===== src/rtl/register_schem.sv =====
// 16 x 16-bit register file: one synchronous write port, two combinational
// read ports and a continuous copy of every register for debug observation.
module register_schem (
    input  logic        clock,
    input  logic        rst,
    input  logic        Write,
    input  logic [15:0] data,
    input  logic [3:0]  select,
    input  logic [3:0]  selecta,
    input  logic [3:0]  selectb,
    output logic [15:0] a,
    output logic [15:0] b,
    output logic [15:0] regk,
    output logic [15:0] regl,
    output logic [15:0] regm,
    output logic [15:0] regn,
    output logic [15:0] rego,
    output logic [15:0] regp,
    output logic [15:0] regq,
    output logic [15:0] regr,
    output logic [15:0] regs,
    output logic [15:0] regt,
    output logic [15:0] regu,
    output logic [15:0] regv,
    output logic [15:0] regw,
    output logic [15:0] regx,
    output logic [15:0] regy,
    output logic [15:0] regz
);

    logic [15:0] reg_file [16];

    genvar gi;
    generate
        for (gi = 0; gi < 16; gi++) begin : g_reg
            logic [15:0] reg_q;
            logic [15:0] reg_d;
            logic        wen;

            assign wen = Write && (select == 4'(gi));

            always_comb begin
                reg_d = reg_q;
                if (wen) begin
                    reg_d = data;
                end
            end

            // Reset wins over a coincident write because it is evaluated first.
            always_ff @(posedge clock or posedge rst) begin
                if (rst) begin
                    reg_q <= 16'h0000;
                end else begin
                    reg_q <= reg_d;
                end
            end

            assign reg_file[gi] = reg_q;
        end
    endgenerate

    // Reads are purely combinational; there is no bypass of write data.
    assign a = reg_file[selecta];
    assign b = reg_file[selectb];

    assign regk = reg_file[0];
    assign regl = reg_file[1];
    assign regm = reg_file[2];
    assign regn = reg_file[3];
    assign rego = reg_file[4];
    assign regp = reg_file[5];
    assign regq = reg_file[6];
    assign regr = reg_file[7];
    assign regs = reg_file[8];
    assign regt = reg_file[9];
    assign regu = reg_file[10];
    assign regv = reg_file[11];
    assign regw = reg_file[12];
    assign regx = reg_file[13];
    assign regy = reg_file[14];
    assign regz = reg_file[15];

endmodule


===== config.mk =====
export PLATFORM = sky130hd
export DESIGN_NAME = register_schem
export DESIGN_NICKNAME = d
export VERILOG_FILES = /design/src/rtl/register_schem.sv
export SDC_FILE = /design/constraint.sdc
export NUM_CORES = 1
export LEC_CHECK = 0
export BUFFER_PORTS_ARGS = -buffer_cell sky130_fd_sc_hd__buf_2
export CORE_MARGIN = 2
export CORE_UTILIZATION = 50
export CTS_BUF_LIST = sky130_fd_sc_hd__clkbuf_4
export DETAILED_ROUTE_END_ITERATION = 8
export GPL_TIMING_DRIVEN = 0
export PLACE_DENSITY_LB_ADDON = 0.15
export RECOVER_POWER = 25
export SLEW_MARGIN = 20
export SYNTH_ARGS = -nofsm -noshare
export SYNTH_HDL_FRONTEND = slang
export SYNTH_SLANG_ARGS = --single-unit

===== constraint.sdc =====
create_clock -name clock -period 9.3 [get_ports clock]
set_input_delay 0.93 -clock clock [delete_from_list [all_inputs] [get_ports clock]]
set_output_delay 0.93 -clock clock [all_outputs]
set_load 0.05 [all_outputs]

==> out/metrics.cfg <==
[outcome]
status = finished, violations left
violations = capacitance limit, slew limit

[floorplanning]
io_pins = 319
design.core.area_mm2 = 0.0261
fp.dieH_um = 167
initial_utilization_pct = 51.0
dieWidth_um = 167
num_rows = 59
die_area_mm2 = 0.0279

[critical_path]
r2r_slack_ns = 8.44
crit_top_cell = clkbuf_1
critical_path_arrival_ns = 3.40
critPathSlowestCell = clkbuf_1
cp-start-kind = input pin
r2r-end = rego[1]$_DFFE_PP0P_
path_max_fanout = 10
r2r_cells = 1
worst_setup_path_end_kind = primary output
crit_path_cell_trace = clkbuf_1 > clkbuf_1 > mux4_2 > a22oi_1 > nand2_1 > buf_2
r2r_start = rego[1]$_DFFE_PP0P_
critPathKind = input pin to primary output
crit_required_ns = 8.37
slowest_delay_ns = 1.00

[sta]
skew_ns = 0
fmax_mhz = 231
setup-violations-final = 0
maxSlewViolCount = 62
worst_pin_slew_ns = 3.33
rsz0062_at_grt = no
max_slew_margin_pct = -122
min_period_ns = 4.33
min_period_over_period_pct = 46.5
hold_viol = 0
fin_worst_hold_slack_ns = 0.391

[final_layout]
syn2layout_area_growth_pct = 22.1
drive_above_1_share_pct = 64.3
final_cells = 1626
fin_nets = 1270

[global_route]
track_usage_pct = 34.6
first_global_vias = 10500
antenna_found_initial = 2
grt_pass1_wl_mm = 69.5
grt-ovfl-total = 0
grt_max_degree = 102

[yosys]
synth_edf_count = 0
yosys_warnings = 0
yosysMostFrequentCell = dfrtp_1
synth.distinct_cells = 18
netlist_area_mm2 = 0.0133
synth-main-ff-cell = dfrtp_1
synthTopCellsByArea = dfrtp_1 (48%), mux4_2 (22%), mux2_2 (20%)
avgSynthCellArea_um2 = 15.7
netlist_instances = 849
synth_fp_nets = 880
synth.yosys.seq_area_share_pct = 48.2
netlist_top_cells_count = dfrtp_1 (256), mux2_2 (234), mux4_2 (128)
synth-seq-cells = 256
yosysTopAreaCellShare_pct = 48.2
synthArstFlopShare_pct = 100
yosysTopAreaCell = dfrtp_1

[clocking]
clockBufferDepth = 3
cts_tree = done
cts_made_buffers = 71
cts_resized = 0
cts-root-buf = clkbuf_4
postCtsHoldBufs = 0
clock_sinks = 256
clkTransAtPathRegs_ns = 0.06
htreeDepth = 3
clkLatencyLatePin_ns = 0.67
cts_setup_buffers = 0

[place]
dp_hpwl_mm = 32.6
port_buffers = 314
dp_cells = 1501
gp_congestion = 0.868

[pwr]
power_w = 0.00484
power_density_mw_per_mm2 = 298
leakage_nw = 7.51
ir_drop_v = 0.000164

[routing]
ant_nets = 0
wl_met3_mm = 5.89
vias_per_cell = 6.39
drcViolationCount = 0
drtPass1Iterations = 5
wl_met2_mm = 22.5
routed.top_layer = met5
vias = 10400
drt_wl_total_mm = 48.5
drtIter0Drc = 955
met1_length_mm = 17.9
routedWlPerCell_um = 29.8

[min_path]
hold_class = input pin to async pin

[job]
drv_cap = 1

==> where the power goes <==
part           total (W)  internal (W)  switching, W
clock            0.00103      0.000547      0.000487
combinational    0.00216      0.000653       0.00151
sequential       0.00164       0.00137      0.000268
==> worst max path at each step <==
stage,depth (start not counted),to,slack (ns),startpoint
6_report,6,b[3],4.97,selectb[1]
5_1_grt,4,regq[15]$_DFFE_PP0P_,4.54,rst
4_1_cts,6,b[10],5.11,selectb[1]
3_5_place_dp,6,b[3],5.12,selectb[1]
3_3_place_gp,2,regt[1]$_DFFE_PP0P_,-1.71,rst
2_1_floorplan,1,regk[0]$_DFFE_PP0P_,1.33,rst
==> through the flow <==
stage | instance area, um^2 | setup WS [ns] | setup TNS, ns | util [%]
finish | 16200 | 4.97 | 0 | 62.3
global route | 16200 | 4.54 | 0 | 62.3
CTS | 16300 | 5.11 | 0 | 62.4
detailed placement | 15400 | 5.12 | 0 | 59.0
global placement | 15300 | -1.71 | -432.94 | 58.7
floorplan | 13300 | 1.33 | 0 | -
==> cell type report <==
type / instances / area (um^2)
Buffer: 80 / 343
Sequential cell: 256 / 6410
Antenna cell: 1 / 2.50
Clock buffer: 113 / 848
Inverter: 1 / 11.3
Tap cell: 335 / 419
Clock inverter: 11 / 41.3
Timing Repair Buffer: 317 / 1630
Multi-Input combinational cell: 512 / 6540
Fill cell: 2115 / 9820
==> metal layers <==
metal  GRT usage [%]  vias to the layer above
li1                -                     4151
met1            44.1                     5408
met2            52.9                      679
met3            13.1                      147
met4            15.8                        4
met5               0                        -
==> cells by family (layout without fill, tap and decap cells) <==
| kind of cell | count (synthesis) | count (layout) | synth area share (%) |
|---|---|---|---|
| AND/OR/NAND/NOR | 64 | 64 | 2.20 |
| flip-flops | 256 | 256 | 48.2 |
| multiplexers | 384 | 384 | 43.4 |
| buffers and inverters | 81 | 522 | 2.63 |
| other | 0 | 1 | 0 |
| AO/OA/AOI/OAI | 64 | 64 | 3.61 |
==> worst max-delay path, delay by kind of cell <==
family,cells,cell delay [ns]
and+or+nand+nor,1,0.12
muxes,1,0.44
AOI/OAI and AO/OA,1,0.25
buffers and inverters,3,1.65
==> layout by cell type, fill, tap and decap left out <==
cell type / count
nand2_1: 34
buf_1: 5
inv_8: 1
nand3_1: 1
mux2_2: 234
diode_2: 1
inv_2: 4
clkbuf_1: 44
a22oi_1: 64
nand3b_1: 2
nor2b_1: 5
and2_1: 2
or3_1: 2
nor2_1: 12
clkbuf_4: 113
mux4_2: 128
clkinv_1: 7
nand2b_1: 5
mux2_1: 22
buf_2: 346
buf_16: 2
dfrtp_1: 256
nor3b_2: 1
No activity file was read; power rests on OpenSTA's default activity.
